[src/rtl/cigar_encoder_if.sv]
// Bundle between the traceback stage, the CIGAR run-length encoder and the host
// that drains finished records.
`ifndef BP_WIDTH
`define BP_WIDTH 2
`endif

interface cigar_encoder_if #(
  parameter int OP_WIDTH  = `BP_WIDTH,
  parameter int LEN_WIDTH = 12
);
  logic [OP_WIDTH-1:0]  op_i;
  logic                 op_valid_i;
  logic                 tb_done_i;
  logic                 stall_o;
  logic [1:0]           rec_op_o;
  logic [LEN_WIDTH-1:0] rec_len_o;
  logic                 rec_last_o;
  logic                 rec_valid_o;
  logic                 rec_ready_i;
  logic                 busy_o;
  logic                 err_o;

  modport slave (
    input  op_i, op_valid_i, tb_done_i, rec_ready_i,
    output stall_o, rec_op_o, rec_len_o, rec_last_o, rec_valid_o, busy_o, err_o
  );

  modport master (
    output op_i, op_valid_i, tb_done_i, rec_ready_i,
    input  stall_o, rec_op_o, rec_len_o, rec_last_o, rec_valid_o, busy_o, err_o
  );
endinterface

[src/rtl/cigar_encoder.sv]
// Run-length encodes traceback ops (M/I/D) into CIGAR records queued in a small
// synchronous FIFO, with backpressure and a sticky error flag.
`ifndef BP_WIDTH
`define BP_WIDTH 2
`endif

module cigar_encoder #(
  parameter int OP_WIDTH   = `BP_WIDTH,
  parameter int LEN_WIDTH  = 12,
  parameter int FIFO_DEPTH = 8
) (
  input  logic              clk,
  input  logic              reset_i,
  cigar_encoder_if.slave    bus
);
  localparam int AW = $clog2(FIFO_DEPTH);
  localparam int RW = 2 + LEN_WIDTH + 1;
  localparam logic [LEN_WIDTH-1:0] LEN_MAX  = '1;
  localparam logic [AW:0]          FULL_AT  = (AW+1)'(FIFO_DEPTH);
  localparam logic [AW:0]          STALL_AT = (AW+1)'(FIFO_DEPTH - 2);

  typedef enum logic [1:0] {IDLE, RUN, FLUSH} state_t;

  state_t               state_reg, state_next;
  logic [1:0]           cur_op_reg, cur_op_next;
  logic [LEN_WIDTH-1:0] cur_len_reg, cur_len_next;

  logic                 push, push_last;
  logic [1:0]           push_op;
  logic [LEN_WIDTH-1:0] push_len;
  logic                 op_legal, op_bad;

  logic [RW-1:0]        mem [FIFO_DEPTH];
  logic [AW-1:0]        wr_ptr_reg, rd_ptr_reg;
  logic [AW:0]          count_reg;
  logic                 err_reg;
  logic                 pop, fifo_full, push_ok, drop;
  logic [RW-1:0]        head;

  // Ops arriving while a flush is pending, or with the reserved code, are dropped.
  assign op_bad   = bus.op_valid_i && ((bus.op_i >= OP_WIDTH'(3)) || (state_reg == FLUSH));
  assign op_legal = bus.op_valid_i && !op_bad;

  always_comb begin
    state_next   = state_reg;
    cur_op_next  = cur_op_reg;
    cur_len_next = cur_len_reg;
    push         = 1'b0;
    push_op      = cur_op_reg;
    push_len     = cur_len_reg;
    push_last    = 1'b0;
    case (state_reg)
      IDLE: begin
        if (op_legal) begin
          cur_op_next  = bus.op_i[1:0];
          cur_len_next = LEN_WIDTH'(1);
          state_next   = bus.tb_done_i ? FLUSH : RUN;
        end else if (bus.tb_done_i) begin
          push      = 1'b1;
          push_op   = 2'b00;
          push_len  = '0;
          push_last = 1'b1;
        end
      end
      RUN: begin
        if (op_legal) begin
          if (bus.op_i[1:0] == cur_op_reg && cur_len_reg != LEN_MAX) begin
            cur_len_next = cur_len_reg + LEN_WIDTH'(1);
          end else begin
            push         = 1'b1;
            cur_op_next  = bus.op_i[1:0];
            cur_len_next = LEN_WIDTH'(1);
          end
          state_next = bus.tb_done_i ? FLUSH : RUN;
        end else if (bus.tb_done_i) begin
          push         = 1'b1;
          push_last    = 1'b1;
          cur_len_next = '0;
          state_next   = IDLE;
        end
      end
      FLUSH: begin
        push         = 1'b1;
        push_last    = 1'b1;
        cur_len_next = '0;
        state_next   = IDLE;
      end
      default: state_next = IDLE;
    endcase
  end

  always_ff @(posedge clk) begin
    if (reset_i) begin
      state_reg   <= IDLE;
      cur_op_reg  <= 2'b00;
      cur_len_reg <= '0;
    end else begin
      state_reg   <= state_next;
      cur_op_reg  <= cur_op_next;
      cur_len_reg <= cur_len_next;
    end
  end

  // A full FIFO still accepts a push when the head leaves in the same cycle.
  assign pop       = (count_reg != '0) && bus.rec_ready_i;
  assign fifo_full = (count_reg == FULL_AT);
  assign push_ok   = push && (!fifo_full || pop);
  assign drop      = push && fifo_full && !pop;

  always_ff @(posedge clk) begin
    if (reset_i) begin
      wr_ptr_reg <= '0;
      rd_ptr_reg <= '0;
      count_reg  <= '0;
      err_reg    <= 1'b0;
    end else begin
      if (push_ok) wr_ptr_reg <= wr_ptr_reg + AW'(1);
      if (pop)     rd_ptr_reg <= rd_ptr_reg + AW'(1);
      case ({push_ok, pop})
        2'b10:   count_reg <= count_reg + (AW+1)'(1);
        2'b01:   count_reg <= count_reg - (AW+1)'(1);
        default: count_reg <= count_reg;
      endcase
      err_reg <= err_reg | drop | op_bad;
    end
  end

  always_ff @(posedge clk) begin
    if (push_ok) mem[wr_ptr_reg] <= {push_op, push_len, push_last};
  end

  // Slots are not cleared on reset, so the head is masked while the FIFO is empty.
  assign head            = mem[rd_ptr_reg];
  assign bus.rec_valid_o = (count_reg != '0);
  assign bus.rec_op_o    = bus.rec_valid_o ? head[RW-1 -: 2] : 2'b00;
  assign bus.rec_len_o   = bus.rec_valid_o ? head[LEN_WIDTH:1] : '0;
  assign bus.rec_last_o  = bus.rec_valid_o ? head[0] : 1'b0;
  assign bus.stall_o     = (count_reg >= STALL_AT) || (state_reg == FLUSH);
  assign bus.busy_o      = (state_reg != IDLE) || (count_reg != '0);
  assign bus.err_o       = err_reg;
endmodule

[src/flat_wrapper.sv]
// flat-port wrapper written by rule: the top's interface ports become plain ports
module cigar_encoder_flat 
#(
  parameter int OP_WIDTH   = `BP_WIDTH,
  parameter int LEN_WIDTH  = 12,
  parameter int FIFO_DEPTH = 8
)
  (clk, reset_i, bus_op_i, bus_op_valid_i, bus_tb_done_i, bus_rec_ready_i, bus_stall_o, bus_rec_op_o, bus_rec_len_o, bus_rec_last_o, bus_rec_valid_o, bus_busy_o, bus_err_o);
  cigar_encoder_if #(.OP_WIDTH(OP_WIDTH), .LEN_WIDTH(LEN_WIDTH)) bus_i ();
  input  logic clk;
  input  logic reset_i;
  input wire logic [$bits(bus_i.op_i)-1:0] bus_op_i;
  input wire logic [$bits(bus_i.op_valid_i)-1:0] bus_op_valid_i;
  input wire logic [$bits(bus_i.tb_done_i)-1:0] bus_tb_done_i;
  input wire logic [$bits(bus_i.rec_ready_i)-1:0] bus_rec_ready_i;
  output wire logic [$bits(bus_i.stall_o)-1:0] bus_stall_o;
  output wire logic [$bits(bus_i.rec_op_o)-1:0] bus_rec_op_o;
  output wire logic [$bits(bus_i.rec_len_o)-1:0] bus_rec_len_o;
  output wire logic [$bits(bus_i.rec_last_o)-1:0] bus_rec_last_o;
  output wire logic [$bits(bus_i.rec_valid_o)-1:0] bus_rec_valid_o;
  output wire logic [$bits(bus_i.busy_o)-1:0] bus_busy_o;
  output wire logic [$bits(bus_i.err_o)-1:0] bus_err_o;
  assign bus_i.op_i = bus_op_i;
  assign bus_i.op_valid_i = bus_op_valid_i;
  assign bus_i.tb_done_i = bus_tb_done_i;
  assign bus_i.rec_ready_i = bus_rec_ready_i;
  assign bus_stall_o = bus_i.stall_o;
  assign bus_rec_op_o = bus_i.rec_op_o;
  assign bus_rec_len_o = bus_i.rec_len_o;
  assign bus_rec_last_o = bus_i.rec_last_o;
  assign bus_rec_valid_o = bus_i.rec_valid_o;
  assign bus_busy_o = bus_i.busy_o;
  assign bus_err_o = bus_i.err_o;
  cigar_encoder #(.OP_WIDTH(OP_WIDTH), .LEN_WIDTH(LEN_WIDTH), .FIFO_DEPTH(FIFO_DEPTH)) u_core (.clk(clk), .reset_i(reset_i), .bus(bus_i));
endmodule
[config.mk]
export PLATFORM = sky130hd
export DESIGN_NAME = cigar_encoder_flat
export DESIGN_NICKNAME = d
export VERILOG_FILES = /design/src/rtl/cigar_encoder_if.sv /design/src/rtl/cigar_encoder.sv /design/src/flat_wrapper.sv
export SDC_FILE = /design/constraint.sdc
export NUM_CORES = 1
export LEC_CHECK = 0
export CAP_MARGIN = 20
export CORE_ASPECT_RATIO = 1.4
export CORE_MARGIN = 2
export CORE_UTILIZATION = 40
export CTS_CLUSTER_DIAMETER = 80
export DETAILED_ROUTE_END_ITERATION = 6
export PLACE_DENSITY = 0.66
export SKIP_LAST_GASP = 1
export SYNTH_ARGS = -nofsm -noshare
export SYNTH_HDL_FRONTEND = slang
export SYNTH_SLANG_ARGS = --single-unit
[constraint.sdc]
create_clock -name clk -period 6.95 [get_ports clk]
set_input_delay 0.695 -clock clk [delete_from_list [all_inputs] [get_ports clk]]
set_output_delay 0.695 -clock clk [all_outputs]
set_load 0.01 [all_outputs]
* Word level (Yosys, flattened, before mapping) *
Memory sizes are Yosys's and may differ from the RTL's. A register that Yosys moved wholly into a read port is not among the register bits.
Cells that the tools add are included.

storage, ports and cells
  register bits after elaboration = 27
  output and inout port bits = 19
  input port bits = 7
  memories = 1
  bits in writable memories = 120
  word-level logic and storage cells = 85

memories
  name        depth  bits a word  rd ports  clocked after Yosys merged registers in  write ports  RTL line             text
  u_core.mem  8      15           1         1                                        1            cigar_encoder.sv:33  logic [RW-1:0] mem [FIFO_DEPTH];

operators by class
  bitwise operators = 2
  $add $sub $neg = 5
  equal/unequal tests = 11
  reduce and logical (&&, ||, !) cells = 24
  magnitude comparators = 2
  muxes and demuxes = 33

operators with widths
  cell                                                 count
  2-to-1 mux 12 bit                                    7
  one-hot mux 12 bit (3 select lines)                  1
  2-to-1 mux 2 bit                                     11
  adder 12 x 1 -> 12 bit, second input constant        1
  != test 12 bit, second input constant                1
  one-hot mux 2 bit (2 select lines)                   2
  one-hot mux 4 bit (2 select lines)                   1
  logical AND 1 bit                                    7
  2-to-1 mux 1 bit                                     7
  adder 3 x 1 -> 3 bit, second input constant          2
  2-to-1 mux 3 bit                                     2
  nonzero test 2 bit                                   3
  adder 4 x 1 -> 4 bit, second input constant          1
  == test 2 x 1 -> 1 bit, second input constant        2
  == test 2 bit, second input constant                 2
  == test 4 bit, second input constant                 1
  >= comparator 4 x 3 -> 1 bit, second input constant  1
  logical OR 1 bit                                     4
  != test 2 x 1 -> 1 bit, second input constant        2
  AND reduction 2 bit                                  2
  AND reduction 4 bit                                  1
  nonzero test 4 bit                                   1
  subtractor 4 x 1 -> 4 bit, second input constant     1
  zero test 1 bit                                      3
  10 further kinds                                     11

* Logic depth before layout (Yosys ltp) *
Gate-level depths: netlist (run 1).

  depth in word-level cells = 11
  depth in mapped cells = 14
  depth with buffers taken out = 14

* Worst setup path before layout (run 1) *
OpenSTA, ideal clock, no wires.

  path kind = reg-to-reg
  start point = register u_core.state_reg[0]
  end point = memory u_core.mem[4][0] (netlist name), enable pin
  setup time = 426 ps
  arrival time = 3234 ps
  buffers on the path = 0
  slack = 3290 ps
  stages on the path, launching flop included = 9
  data required time = 6524 ps
  clock period less this slack = 3660 ps
  cell sequence = dfxtp_1 inv_1 ha_1 or2b_1 o21ai_1 o211ai_1 a21boi_2 inv_2 nor4_1

between the ends
  cells in the longest elaborated chain, start to end = 10
  elaborated cells between the ends (all ways) = 13
  classes of those cells = eq/ne: 2; mux: 5; reduce/logical: 6

RTL lines
  item                                        RTL line                                  text
  start: declaration                          cigar_encoder.sv:24                       state_t state_reg, state_next;
  start signal: assignment                    cigar_encoder.sv:98                       state_reg <= state_next;
  == test 2 bit                               cigar_encoder.sv:41, cigar_encoder.sv:52
  logical OR 1 bit                            cigar_encoder.sv:41                       assign op_bad = bus.op_valid_i && ((bus.op_i >= OP_WIDTH'(3)) || (state_reg == FLUSH));
  logical AND 1 bit                           cigar_encoder.sv:41
  zero test 1 bit                             cigar_encoder.sv:42                       assign op_legal = bus.op_valid_i && !op_bad;
  logical AND 1 bit                           cigar_encoder.sv:42
  2-to-1 mux 1 bit                            cigar_encoder.sv:66                       if (op_legal) begin
  one-hot mux 1 bit (3 select lines) (*)      cigar_encoder.sv:52                       case (state_reg)
  logical AND 1 bit (*)                       cigar_encoder.sv:107                      assign push_ok = push && (!fifo_full || pop);
  2-to-1 mux 1 bit (*)                        cigar_encoder.sv:129                      if (push_ok) mem[wr_ptr_reg] <= {push_op, push_len, push_last};
  2-to-1 mux 1 bit (implied by the code) (*)  cigar_encoder.sv:129
  end: declaration                            cigar_encoder.sv:33

Every way passes the cells marked *; elsewhere a longest branch is shown, timed or not.

* Final worst setup path (run 1) *
  start point = input bus_op_i[1]
  end point = register u_core.count_reg[2]

between the ends
  cells in the longest elaborated chain, start to end = 10
  elaborated cells between the ends (all ways) = 16
  classes of those cells = order compare: 1; eq/ne: 3; mux: 5; reduce/logical: 7

RTL lines
  item                                                                      RTL line              text
  start: declaration                                                        flat_wrapper.sv:12    input wire logic [$bits(bus_i.op_i)-1:0] bus_op_i;
  >= comparator 2 bit                                                       cigar_encoder.sv:41
  logical OR 1 bit                                                          cigar_encoder.sv:41
  logical AND 1 bit                                                         cigar_encoder.sv:41
  zero test 1 bit                                                           cigar_encoder.sv:42
  logical AND 1 bit                                                         cigar_encoder.sv:42
  2-to-1 mux 1 bit                                                          cigar_encoder.sv:66
  one-hot mux 1 bit (3 select lines) (*)                                    cigar_encoder.sv:52
  logical AND 1 bit (*)                                                     cigar_encoder.sv:107
  == test 2 x 1 -> 1 bit or == test 2 bit (tied branches)                   cigar_encoder.sv:119  case ({push_ok, pop})
  one-hot mux 4 bit (2 select lines) or nonzero test 2 bit (tied branches)  n/a
  end signal: assignment                                                    cigar_encoder.sv:120  2'b10: count_reg <= count_reg + (AW+1)'(1);
  end signal: assignment                                                    cigar_encoder.sv:121  2'b01: count_reg <= count_reg - (AW+1)'(1);
  end signal: assignment                                                    cigar_encoder.sv:122  default: count_reg <= count_reg;
  end: declaration                                                          cigar_encoder.sv:35   logic [AW:0] count_reg;

Marks and branches as above.
A chain may end at the register's enable or synchronous reset.

==> results of run 1 <==
[routing by layer]
layer	share of wire	GRT usage	vias up
li1	-	-	1786
met1	0.42	0.173	1896
met2	0.54	0.277	77
met3	0.028	0.0322	21
met4	0.019	0.0569	0
met5	0	0	-
[where the power goes]
part / switching [mW] / internal [mW]
registers: 0.0559 / 1.03
clock network: 0.339 / 0.563
logic: 0.343 / 0.351
total: 0.737 / 1.95
[synthesized netlist by cell type (all sizes together), types with 5 or more instances]
| master | instances |
|---|---|
| edfxtp | 120 |
| xor2 | 5 |
| dfxtp | 30 |
| nand2b | 5 |
| mux4 | 30 |
| nand2 | 21 |
| o21ai | 8 |
| mux2i | 21 |
| clkbuf | 17 |
| nor2 | 35 |
| a21oi | 10 |
| nor4 | 6 |
| or3 | 6 |
| buf | 6 |
| ha | 11 |
| nor3 | 8 |
| a211oi | 5 |
| inv | 13 |
| a31oi | 8 |
| and2 | 12 |
[kinds of logic after synthesis]
group,share of synthesized area
AO/OA/AOI/OAI,0.0705
XOR/XNOR,0.0120
adder cells (fa/ha/maj),0.0209
buffers and inverters,0.0217
flip-flops,0.640
multiplexers,0.138
AND/OR/NAND/NOR,0.0969
[stage by stage]
stage	hold WS [ns]	setup slack, ns	instance area, sq um	util	cells
after floorplan	0.466	3.29	6570	-	439
after global placement	0.462	3.11	7090	0.441	650
after detailed placement	0.463	2.98	7090	0.441	650
after CTS	0.482	3.35	7680	0.477	682
after global routing	0.513	3.17	7680	0.477	682
final	0.472	3.34	7680	0.477	682
[layout make-up]
cell class | instances | area share
Timing Repair Buffer | 35 | 0.0423
Tap cell | 199 | 0.0324
Inverter | 13 | 0.00635
Clock inverter | 13 | 0.0202
Clock buffer | 19 | 0.0564
Multi-Input combinational cell | 253 | 0.295
Sequential cell | 150 | 0.548
[worst reg2reg max path: stages, from the launching register on]
cell and delay, ns:
dfxtp_1 0.40, inv_1 0.10, ha_1 0.34, or2b_1 0.31, o21ai_1 0.26, o211ai_1 0.23, a21boi_2 0.31, inv_2 0.16
ha_1 0.30, xor2_1 0.16, ha_1 0.18, a21oi_1 0.16, xor2_1 0.11, or3_1 0.31, a21oi_1 0.15
[worst paths after layout]
check	start	endpoint	slack [ns]	depth (start not counted)
hold / removal	u_core.bus.err_o	u_core.bus.err_o	0.47	2
setup reg to reg	u_core.state_reg[0]	u_core.count_reg[2]	3.39	14
setup / recovery	bus_op_i[1]	u_core.count_reg[2]	3.34	13
hold reg to reg	u_core.bus.err_o	u_core.bus.err_o	0.47	2
==> qor.yml, run 1 <==
final_cell_mix: "edfxtp_1 (120), nor2_1 (35), mux4_2 (30)"
drv_cap: 0
routabilityCongestion: 0.921
grt_remaining_overflow: 0
crit_arrival_ns: 3.93
async_reset_ff_frac: 0
cts_root_buf: "clkbuf_16"
cts.htree.levels: 4
grt_pass1_vias: 3884
regArea_sq_um: 4210
drc: 0
grt_pass1_wl_um: 20300
area_growth_pct: 16.9
max_freq_mhz: 277
fin_nets: 488
ctsHoldBuffers: 0
cp-start-kind: "input pin"
multiInputGateArea_sq_um: 2260
grt_usage: 0.151
path_class: "input pin to flop"
synth_edf_count: 120
cp_top_family: "compound AO/OA/AOI/OAI gates"
path_cells: "clkdlybuf4s50_1, and4bb_1, a22oi_1, o211ai_1, a21boi_2, inv_2, ha_1, xor2_1, ha_1, a21oi_1, xor2_1, or3_1, a21oi_1"
die_h_um: 156
post-route-period-util: 0.519
leakagePower_nw: 2.56
clk_pin_slew_ns: 0.06
drt_wl_total_um: 12600
path_buf_inv: 2
cts_buffer_depth: 2
wl_per_cell_um: 18.4
synth_area_sq_um: 6570
cts_tree: "yes"
antenna_found_initial: 0
die-area_sq_um: 17500
critPathMaxFanout: 9
maxSlewViolCount: 0
vias_per_cell: 5.54
clock_skew_ns: 0.0109
post_cts_buffers: 0
fin_crit_ns: 3.61
power.total_mw: 2.69
dp_hpwl_um: 8190
drive_gt1_frac: 0.186
finalSetupViolCount: 0
yosysSeqAreaShare: 0.640
die_x_um: 112
drtIter0Drc: 220
synth_top_area_cell: "edfxtp_1"
final_common_cell: "edfxtp_1"
vias: 3780
finalHoldViolCount: 0
num_rows: 55
ioPinCount: 26
rsz0062_at_grt: "false"
ys_warn_count: 0
initial_core_util: 0.408
synth-seq-cells: 150
io_buffers: 25
cts_made_buffers: 17
largest_reg_flops: 120
synth_top_area_frac: 0.548
fillerInstances: 1382
cpPeakStageDelay_ns: 0.54
peakVddDrop_mv: 0.182
syn_avg_cell_area_sq_um: 15.0
holdCritPathClass: "flop to flop"
synth_fp_nets: 457
synth.distinct_cells: 58
ant_nets: 0
first_pass_iters: 4
clkLatencyLatePin_ns: 0.41
coreArea_sq_um: 16100
synth_area_leaders: "edfxtp_1 (55%), mux4_2 (10%), dfxtp_1 (9.1%)"
fin_tns_setup_ns: 0
cts_sinks: 150
worst_pin_slew_ns: 1.05
n_antenna_cell: 0
crit_slowest_cell: "clkdlybuf4s50_1"
syn_inst: 439
slew_headroom: 0.302
p_per_area_nw_per_um2: 350
synth_flop_cell: "edfxtp_1"
post_cts_resized: 0
grt_start_max_net_pins: 31
end_kind: "flop"
outcome: "finished clean"
cp.required_ns: 7.27
No activity file was read; power rests on OpenSTA's default activity.
==> run 2, diff against run 1 <==
clock period = 3.35 ns   (was 6.95 ns; I/O delays follow)
==> run 2 against run 1 <==
Compared with the run above: via count increased by 2.4%; cell area up 1.5%; critical path depth did not move; clock power rose by 100%; critical path type is now flop to flop; register-to-register slack got worse by 3.0 ns; cell count increased by 2.1%; utilization grew 0.71 points; clock-buffer cell count shrank 2; clock skew is 0.0021 ns lower; sequential cell count is the same; hold slack gained 0.0020 ns; sequential share of layout area decreased by 0.80 points.
==> qor.yml, run 2 (same netlist as run 1, synthesis figures left out) <==
outcome: "finished clean"  # unchanged
cts_buffer_depth: 2  # unchanged
cts_tree: "yes"  # unchanged
finalSetupViolCount: 0  # unchanged
grt_remaining_overflow: 0  # unchanged
routabilityCongestion: 0.875  # was 0.921
cts_root_buf: "clkbuf_16"  # unchanged
cp.required_ns: 3.70  # was 7.27 ns
holdCritPathClass: "flop to flop"  # unchanged
drt_wl_total_um: 13300  # was 12600 um
rsz0062_at_grt: "false"  # unchanged
area_growth_pct: 18.6  # was 16.9%
vias_per_cell: 5.56  # was 5.54
vias: 3869  # was 3780
finalHoldViolCount: 0  # unchanged
antenna_found_initial: 0  # unchanged
cts_sinks: 150  # unchanged
final_common_cell: "edfxtp_1"  # unchanged
instances_no_fill: 696  # was 682
num_rows: 55  # unchanged
worst_pin_slew_ns: 0.760  # was 1.05 ns
fillerInstances: 1407  # was 1382
grt_usage: 0.159  # was 0.151
dp_hpwl_um: 8740  # was 8190 um
ioPinCount: 26  # unchanged
die_h_um: 156  # unchanged
cts.htree.levels: 4  # unchanged
fin_nets: 502  # was 488
clk_pin_slew_ns: 0.07  # was 0.06 ns
largest_reg_flops: 120  # unchanged
end_kind: "flop"  # unchanged
path_class: "flop to flop"  # was input pin to flop
cp-start-kind: "flop"  # was input pin
maxSlewViolCount: 0  # unchanged
critPathMaxFanout: 5  # was 9
ctsHoldBuffers: 0  # unchanged
placed_cells: 664  # was 650
post_cts_resized: 0  # unchanged
wl_per_cell_um: 19.1  # was 18.4 um
peakVddDrop_mv: 0.370  # was 0.182 mV
post-route-period-util: 0.892
grt_pass1_wl_um: 21100  # was 20300 um
clock_skew_ns: 0.00881  # was 0.0109 ns
die-area_sq_um: 17500  # unchanged
slew_headroom: 0.491  # was 0.302
p_per_area_nw_per_um2: 715  # was 350 nW/um^2
ant_nets: 0  # unchanged
initial_core_util: 0.408  # unchanged
coreArea_sq_um: 16100  # unchanged
crit_arrival_ns: 3.34  # was 3.93 ns
fin_tns_setup_ns: 0  # unchanged
final_cell_mix: "edfxtp_1 (120), nor2_1 (35), mux4_2 (30)"  # unchanged
max_freq_mhz: 334
n_antenna_cell: 0  # unchanged
first_pass_iters: 4  # unchanged
drv_cap: 0  # unchanged
grt_pass1_vias: 4029  # was 3884
drive_gt1_frac: 0.219  # was 0.186
grt_start_max_net_pins: 31  # unchanged
die_x_um: 112  # unchanged
drc: 0  # unchanged
post_cts_buffers: 0  # unchanged
cts_made_buffers: 17  # unchanged
io_buffers: 25  # unchanged
drtIter0Drc: 265  # was 220
clkLatencyLatePin_ns: 0.41  # about the same
leakagePower_nw: 2.62  # was 2.56 nW
fin_crit_ns: 2.99
-- run 2: cell types whose count changed in the layout (fill, tap and decap cells not counted), sizes merged --
cell      change
inv           +4
clkinvlp      +3
clkbuf        -2
clkinv        -3
bufinv        -2
buf          +14
-- run 2: power breakdown --
| group | internal [mW] | total (mW) | switching, mW |
|---|---|---|---|
| sequential | 2.15 | 2.26 | 0.111 |
| combinational | 0.768 | 1.50 | 0.735 |
| clock | 1.04 | 1.82 | 0.778 |
| total | 3.95 | 5.58 | 1.62 |
-- run 2: area by class of cell --
class / instances / area (sq um) / share of cell area
Sequential cell: 150 / 4210 / 0.540
Multi-Input combinational cell: 253 / 2280 / 0.292
Timing Repair Buffer: 49 / 443 / 0.0568
Clock buffer: 17 / 425 / 0.0546
Tap cell: 199 / 249 / 0.0319
Clock inverter: 15 / 148 / 0.0189
Inverter: 13 / 48.8 / 0.00626
-- run 2: critical path, cell delays in order (launching register included) --
cell and delay, ns:
dfxtp_1 0.39, ha_1 0.24, nand3_1 0.17, nor3_1 0.31
o211ai_1 0.22, a21boi_2 0.22, inv_2 0.05, ha_1 0.25
xor2_1 0.16, ha_1 0.19, a21oi_1 0.14, xor2_1 0.11
or3_1 0.32, a21oi_1 0.14
-- run 2: worst paths after layout --
| kind | start | to | slack [ns] | cells past startpoint |
|---|---|---|---|---|
| worst max-delay path | u_core.cur_len_reg[1] | u_core.count_reg[2] | 0.36 | 13 |
| worst min-delay path | u_core.bus.err_o | u_core.bus.err_o | 0.47 | 2 |
| worst max register to register | u_core.cur_len_reg[1] | u_core.count_reg[2] | 0.36 | 13 |
| worst min register to register | u_core.bus.err_o | u_core.bus.err_o | 0.47 | 2 |
-- run 2: routing by layer --
layer	vias to the layer above	wire length [um]	global-route usage
met4	0	354	0.0738
li1	1816	-	-
met1	1931	5350	0.179
met3	29	477	0.0338
met2	93	7120	0.286
met5	-	0	0
-- run 2: stage by stage --
step	hold slack [ns]	power, mW	instance area [sq um]	utilization	worst slack (ns)
after floorplan	0.466	3.19	6570	-	-0.310
after global placement	0.461	3.79	7210	0.448	0.249
after detailed placement	0.468	3.83	7210	0.448	0.109
after CTS	0.488	5.65	7780	0.483	0.200
after global routing	0.507	5.86	7800	0.484	0.0489
final	0.474	5.58	7800	0.484	0.360
==> run 3, diff against run 2 <==
ABC_CLOCK_PERIOD_IN_PS = 3350   (was unset)
==> results of run 3 <==
No change in the layout: final DEF, timing and power equal those of run 2.
